==> src/rtl/fetch_pkg.sv <==
// rtl/fetch_pkg.sv - shared types and constants for the fetch-stage PC sequencer
//
// Purpose: fetch FSM state encoding plus PC defaults/step used by fetch_ctrl.
// Ports:   none (package).
package fetch_pkg;

  typedef enum logic [1:0] {
    BOOT       = 2'd0,
    FETCH      = 2'd1,
    MISS       = 2'd2,
    MISS_FLUSH = 2'd3
  } fetch_state_t;

  localparam logic [31:0] DEFAULT_RESET_PC = 32'h0000_0000;
  localparam int unsigned PC_STEP          = 4;

endpackage

==> src/rtl/fetch_ctrl_if.sv <==
// rtl/fetch_ctrl_if.sv - fetch-to-I-cache lookup/refill bus
//
// Purpose: bundles the fetch stage's I-cache lookup request and the cache's
//          hit/refill responses.
// Signals: ic_req (lookup request), ic_addr (lookup address),
//          ic_hit (same-cycle hit), ic_refill_done (one-cycle refill pulse).
// Modports: master = fetch side, slave = I-cache side.
interface fetch_ctrl_if #(
  parameter int WIDTH = 32
);

  logic             ic_req;
  logic [WIDTH-1:0] ic_addr;
  logic             ic_hit;
  logic             ic_refill_done;

  modport master (
    output ic_req,
    output ic_addr,
    input  ic_hit,
    input  ic_refill_done
  );

  modport slave (
    input  ic_req,
    input  ic_addr,
    output ic_hit,
    output ic_refill_done
  );

endinterface

==> src/rtl/sat_counter.sv <==
// rtl/sat_counter.sv - saturating up-counter
//
// Purpose: counts cycles with inc high, sticking at all-ones instead of wrapping.
// Ports:   clk, rst (async active-high), inc (count enable), count (value).
module sat_counter #(
  parameter int CNT_W = 16
) (
  input  logic             clk,
  input  logic             rst,
  input  logic             inc,
  output logic [CNT_W-1:0] count
);

  logic [CNT_W-1:0] count_q;
  logic [CNT_W-1:0] count_d;

  always_comb begin
    count_d = count_q;
    if (inc && (count_q != '1)) begin
      count_d = count_q + CNT_W'(1);
    end
  end

  always_ff @(posedge clk or posedge rst) begin
    if (rst) begin
      count_q <= '0;
    end else begin
      count_q <= count_d;
    end
  end

  assign count = count_q;

endmodule

==> src/rtl/fetch_ctrl.sv <==
// rtl/fetch_ctrl.sv - fetch-stage PC sequencer against the instruction cache
//
// Purpose: holds the fetch PC across I-cache misses, stalls and flushes, applies
//          execute-stage redirects and counts miss cycles.
// Ports:   clk, rst (async active-high)
//          stall_f            hazard-unit hold
//          redirect/_pc       execute-stage taken branch/jump and its target
//          ic (master)        I-cache lookup request/address, hit, refill pulse
//          pc_f, pc_plus4_f   registered fetch PC and its wrapping successor
//          instr_valid_f      fetched instruction valid this cycle
//          redirect_pending   redirect parked behind an un-abortable refill
//          miss_cnt           saturating count of MISS/MISS_FLUSH cycles
module fetch_ctrl
  import fetch_pkg::*;
#(
  parameter int               WIDTH    = 32,
  parameter logic [WIDTH-1:0] RESET_PC = WIDTH'(DEFAULT_RESET_PC),
  parameter int               CNT_W    = 16
) (
  input  logic              clk,
  input  logic              rst,
  input  logic              stall_f,
  input  logic              redirect,
  input  logic [WIDTH-1:0]  redirect_pc,
  fetch_ctrl_if.master      ic,
  output logic [WIDTH-1:0]  pc_f,
  output logic [WIDTH-1:0]  pc_plus4_f,
  output logic              instr_valid_f,
  output logic              redirect_pending,
  output logic [CNT_W-1:0]  miss_cnt
);

  fetch_state_t     state_q, state_d;
  logic [WIDTH-1:0] pc_q, pc_d;
  logic [WIDTH-1:0] pend_pc_q, pend_pc_d;
  logic             pend_q, pend_d;
  logic             ic_req_q, ic_req_d;

  logic [WIDTH-1:0] redirect_tgt;
  logic [WIDTH-1:0] pc_plus4;

  // Instructions are word aligned; low target bits are discarded.
  assign redirect_tgt = {redirect_pc[WIDTH-1:2], 2'b00};
  assign pc_plus4     = pc_q + WIDTH'(PC_STEP);

  always_comb begin
    state_d   = state_q;
    pc_d      = pc_q;
    pend_pc_d = pend_pc_q;
    pend_d    = pend_q;

    case (state_q)
      BOOT: begin
        state_d = FETCH;
      end

      FETCH: begin
        if (redirect) begin
          pc_d = redirect_tgt;
        end else if (ic.ic_hit) begin
          if (!stall_f) begin
            pc_d = pc_plus4;
          end
        end else begin
          state_d = MISS;
        end
      end

      MISS: begin
        if (redirect && ic.ic_refill_done) begin
          pc_d    = redirect_tgt;
          state_d = FETCH;
        end else if (redirect) begin
          // Refill is still in flight; park the target until it lands.
          pend_pc_d = redirect_tgt;
          pend_d    = 1'b1;
          state_d   = MISS_FLUSH;
        end else if (ic.ic_refill_done) begin
          state_d = FETCH;
        end
      end

      MISS_FLUSH: begin
        if (redirect) begin
          pend_pc_d = redirect_tgt;
        end
        if (ic.ic_refill_done) begin
          // Youngest redirect wins, including one arriving with the refill.
          pc_d    = redirect ? redirect_tgt : pend_pc_q;
          pend_d  = 1'b0;
          state_d = FETCH;
        end
      end

      default: begin
        state_d = BOOT;
      end
    endcase

    // Lookup is requested in exactly the cycles the FSM sits in FETCH.
    ic_req_d = (state_d == FETCH);
  end

  always_ff @(posedge clk or posedge rst) begin
    if (rst) begin
      state_q   <= BOOT;
      pc_q      <= RESET_PC;
      pend_pc_q <= '0;
      pend_q    <= 1'b0;
      ic_req_q  <= 1'b0;
    end else begin
      state_q   <= state_d;
      pc_q      <= pc_d;
      pend_pc_q <= pend_pc_d;
      pend_q    <= pend_d;
      ic_req_q  <= ic_req_d;
    end
  end

  sat_counter #(
    .CNT_W (CNT_W)
  ) u_miss_cnt (
    .clk   (clk),
    .rst   (rst),
    .inc   ((state_q == MISS) || (state_q == MISS_FLUSH)),
    .count (miss_cnt)
  );

  // Hit response is same-cycle, so validity cannot be registered.
  assign instr_valid_f    = (state_q == FETCH) && ic.ic_hit && !redirect;
  assign ic.ic_req        = ic_req_q;
  assign ic.ic_addr       = pc_q;
  assign pc_f             = pc_q;
  assign pc_plus4_f       = pc_plus4;
  assign redirect_pending = pend_q;

endmodule

==> src/flat_wrapper.sv <==
// flat-port wrapper written by rule: the top's interface ports become plain ports
module fetch_ctrl_flat import fetch_pkg::*;
#(
  parameter int               WIDTH    = 32,
  parameter logic [WIDTH-1:0] RESET_PC = WIDTH'(DEFAULT_RESET_PC),
  parameter int               CNT_W    = 16
)
  (clk, rst, stall_f, redirect, redirect_pc, pc_f, pc_plus4_f, instr_valid_f, redirect_pending, miss_cnt, ic_ic_req, ic_ic_addr, ic_ic_hit, ic_ic_refill_done);
  fetch_ctrl_if #(.WIDTH(WIDTH)) ic_i ();
  input  logic clk;
  input  logic rst;
  input  logic stall_f;
  input  logic redirect;
  input  logic [WIDTH-1:0] redirect_pc;
  output logic [WIDTH-1:0] pc_f;
  output logic [WIDTH-1:0] pc_plus4_f;
  output logic instr_valid_f;
  output logic redirect_pending;
  output logic [CNT_W-1:0] miss_cnt;
  output wire logic [$bits(ic_i.ic_req)-1:0] ic_ic_req;
  output wire logic [$bits(ic_i.ic_addr)-1:0] ic_ic_addr;
  input wire logic [$bits(ic_i.ic_hit)-1:0] ic_ic_hit;
  input wire logic [$bits(ic_i.ic_refill_done)-1:0] ic_ic_refill_done;
  assign ic_ic_req = ic_i.ic_req;
  assign ic_ic_addr = ic_i.ic_addr;
  assign ic_i.ic_hit = ic_ic_hit;
  assign ic_i.ic_refill_done = ic_ic_refill_done;
  fetch_ctrl #(.WIDTH(WIDTH), .RESET_PC(RESET_PC), .CNT_W(CNT_W)) u_core (.clk(clk), .rst(rst), .stall_f(stall_f), .redirect(redirect), .redirect_pc(redirect_pc), .ic(ic_i), .pc_f(pc_f), .pc_plus4_f(pc_plus4_f), .instr_valid_f(instr_valid_f), .redirect_pending(redirect_pending), .miss_cnt(miss_cnt));
endmodule
==> config.mk <==
export PLATFORM = sky130hd
export DESIGN_NAME = fetch_ctrl_flat
export DESIGN_NICKNAME = d
export VERILOG_FILES = /design/src/rtl/fetch_pkg.sv /design/src/rtl/fetch_ctrl_if.sv /design/src/rtl/sat_counter.sv /design/src/rtl/fetch_ctrl.sv /design/src/flat_wrapper.sv
export SDC_FILE = /design/constraint.sdc
export NUM_CORES = 1
export LEC_CHECK = 0
export ABC_AREA = 1
export CELL_PAD_IN_SITES_DETAIL_PLACEMENT = 1
export CELL_PAD_IN_SITES_GLOBAL_PLACEMENT = 1
export CORE_MARGIN = 8
export CORE_UTILIZATION = 37
export CTS_CLUSTER_DIAMETER = 150
export DETAILED_ROUTE_END_ITERATION = 8
export GPL_TIMING_DRIVEN = 0
export PLACE_DENSITY = 0.94
export SYNTH_ARGS = -nofsm -noshare
export SYNTH_HDL_FRONTEND = slang
export SYNTH_HIERARCHICAL = 1
export SYNTH_SLANG_ARGS = --single-unit
==> constraint.sdc <==
create_clock -name clk -period 4.7 [get_ports clk]
set_input_delay 0.94 -clock clk [delete_from_list [all_inputs] [get_ports clk]]
set_output_delay 0.94 -clock clk [all_outputs]
set_load 0.005 [all_outputs]
==> run metrics <==
initial antenna violation count 0; CTS H-tree lvls 3; Leak 3.507 nW; Die X 140.4 um; PortBufs 150; WHS 0.5084 ns; clock sink total 84; Final Setup Violations 0; Post-synth top flop dfrtp_1; Slew headroom 56.89%; critical path's top delay family buffers and inverters; number of synthesis warnings 6; CTS tree built; CP max stage cell clkdlybuf4s50_1; CP most frequent cell clkdlybuf4s50_1; post-CTS resize count 0; first-pass GRT wire length 34,070 um; vias in the first global route 6,645; syn_nets 874; Tightest Pin Transition 0.6459 ns; hold crit path type reg2reg; Buf/Inv on CP 2; layout cells sized above 1 11.60%; Max-cap violations 0; CTS Buffer Depth 2; Cell Area, Synth 5723 sq um; Worst setup SP type input pin; crit-path max cell delay 0.59 ns; Gate Count Post-Synth 834; CP Capture Type output pin; row cnt 45; largest net degree at the start of global routing 68; area delta synth->final 35.40%; clk_lat worst skew 0.35 ns; TritonCTS Buffers 9; CTS clock-pin slew for the worst setup and hold paths 0.06 ns; Root Buffer clkbuf_16; DR pass1 iterations 5; Post-synth top cells nand2_1, nor2_1, dfrtp_1, inv_1, o21ai_0; fin crit share 73.74%; Worst VDD drop 0.2147 mV; Most Crowded Layer GR met2; I/O pin count 153; GR Util met1 24.24%; worst-path cell chain clkdlybuf4s50_1 > nor2_4 > nand2_1 > nor2_1 > clkdlybuf4s50_1; RSZ-0062 raised after global routing false; All-Layer GR Usage 21.27%; grt ovf 0; DR vias 6,136; antenna-violating nets left 0; initial DRC count 312; # DRC 0; DP HPWL 16,110 um; Via-to-Cell Ratio 5.165; worst setup margin 1.234 ns; die height 140.4 um; n_diodes 0; CP arrival 2.53 ns; Layout Nets 1,036; Critical Path RT 3.76 ns; Yosys cell types 32; Initial Util 37.79%; Layout Skew 0.009283 ns; synth top area cells dfrtp_1, nand2_1, nor2_1; area leader, netlist dfrtp_1; GPL Wtd Cong 0.8192; setup_tns 0 ns; Seq cells post-synth 84; most frequent cell after synthesis nand2_1; FFs w/ async S/R, synth 100.0%; max-slew violations 0; CORE AREA 15,150 sq um; Die ar. 19,700 sq um; hold buffer count at CTS 0; Peak Freq 0.2885 GHz; CP max FO 6; sequential-to-total area share from yosys stat 36.73%; drt wl/cell 17.66 um; power per cell area 467.1 nW/um^2; Setup Buffers After CTS 0; post-synth top area share 36.73%; Setup WS pre-CTS 1.224 ns; syn_area_per_cell 6.862 sq um; Crit Path Class in2out; met2 Use GR 37.28%; Final Hold Vio Count 0; run status completed; min Tclk post-route 3.466 ns; Detailed Route WL 20,980 um; post-layout total power 3.620 mW; EDFF count, synth 0; grt met3 use 4.961%
-- registers in the layout (all words and copies together), names as in the netlist --
register	cells
u_core/u_miss_cnt/count	16
u_core/pend_pc_q	32
u_core/redirect_pending	1
u_core/ic.ic_req	1
u_core/state_q	2
u_core/ic.ic_addr	32
-- where the power goes --
| part | switching [mW] | leakage, nW | internal [mW] |
|---|---|---|---|
| clock network | 0.308 | 0.124 | 0.353 |
| logic | 0.831 | 2.34 | 0.944 |
| registers | 0.263 | 1.04 | 0.921 |
-- cells in the final DEF, fill, tap and decap left out, types with 3 or more instances in the layout --
master	count
nor2_4	17
clkbuf_16	9
o21ai_1	10
xor2_1	8
o21ai_2	7
nand3b_1	10
nand2_1	282
inv_1	68
a31oi_1	3
nand2_2	10
nor2_1	105
xor2_2	5
nand3_1	39
nor2_2	5
inv_2	4
clkdlybuf4s50_1	150
buf_2	9
nand4_1	10
buf_4	38
xnor2_1	6
dfrtp_1	84
clkbuf_1	13
o21ai_0	57
a21oi_1	29
clkinv_2	3
-- worst reg2reg max path, stage by stage (launching register included) --
cell and delay (ns):
dfrtp_1 0.47, ha_1 0.24, nand2_1 0.10, nor2_4 0.14
nand2_1 0.13, nor2_2 0.24, xor2_1 0.26, nand2_1 0.09
a21oi_1 0.13
-- worst paths after layout --
kind,slack [ns],endpoint,cells past startpoint,from
max reg2reg,2.81,u_core/ic.ic_addr[16]$_DFFE_PP0P_,8,u_core/ic.ic_addr[2]$_DFFE_PP0P_
max in group asynchronous,3.22,u_core/u_miss_cnt/count[13]$_DFFE_PP0P_,2,rst
max,1.23,instr_valid_f,5,redirect
min,0.51,u_core/pend_pc_q[8]$_DFFE_PP0P_,2,u_core/pend_pc_q[8]$_DFFE_PP0P_
min reg2reg,0.51,u_core/pend_pc_q[8]$_DFFE_PP0P_,2,u_core/pend_pc_q[8]$_DFFE_PP0P_
min in group asynchronous,0.82,u_core/ic.ic_req$_DFF_PP0_,2,rst
-- kinds of logic (layout without fill, tap and decap cells) --
family          after synthesis  in the layout  synth area share, %
simple gates                481            481                36.60
buf+inv                     137            303                12.18
compound gates              111            111                10.49
flops                        84             84                36.73
xor+xnor                     19             19                3.564
fa+ha+maj                     2              2               0.4372
-- per-stage QoR --
stage,instances,utilization [%],instance area (sq um)
final,1188,51.16,7749
after global routing,1188,51.16,7749
after CTS,1188,51.16,7749
after detailed placement,1173,49.45,7490
after global placement,1172,49.25,7460
after floorplan,834,-,5723
-- routing by layer --
layer	vias to the layer above	routed length [um]
li1	2897	-
met1	3025	8748
met2	177	10520
met3	37	1147
met4	0	561
met5	-	0
-- area by class of cell --
class / count / area [sq um]
Tap cell: 188 / 235.2
Sequential cell: 84 / 2102
Timing Repair Buffer: 151 / 1529
Multi-Input combinational cell: 613 / 2924
Buffer: 63 / 416.7
Inverter: 74 / 282.8
Clock inverter: 5 / 30.03
Clock buffer: 10 / 229.0
Fill cell: 1932 / 7397
No activity file was read; power rests on OpenSTA's default activity.
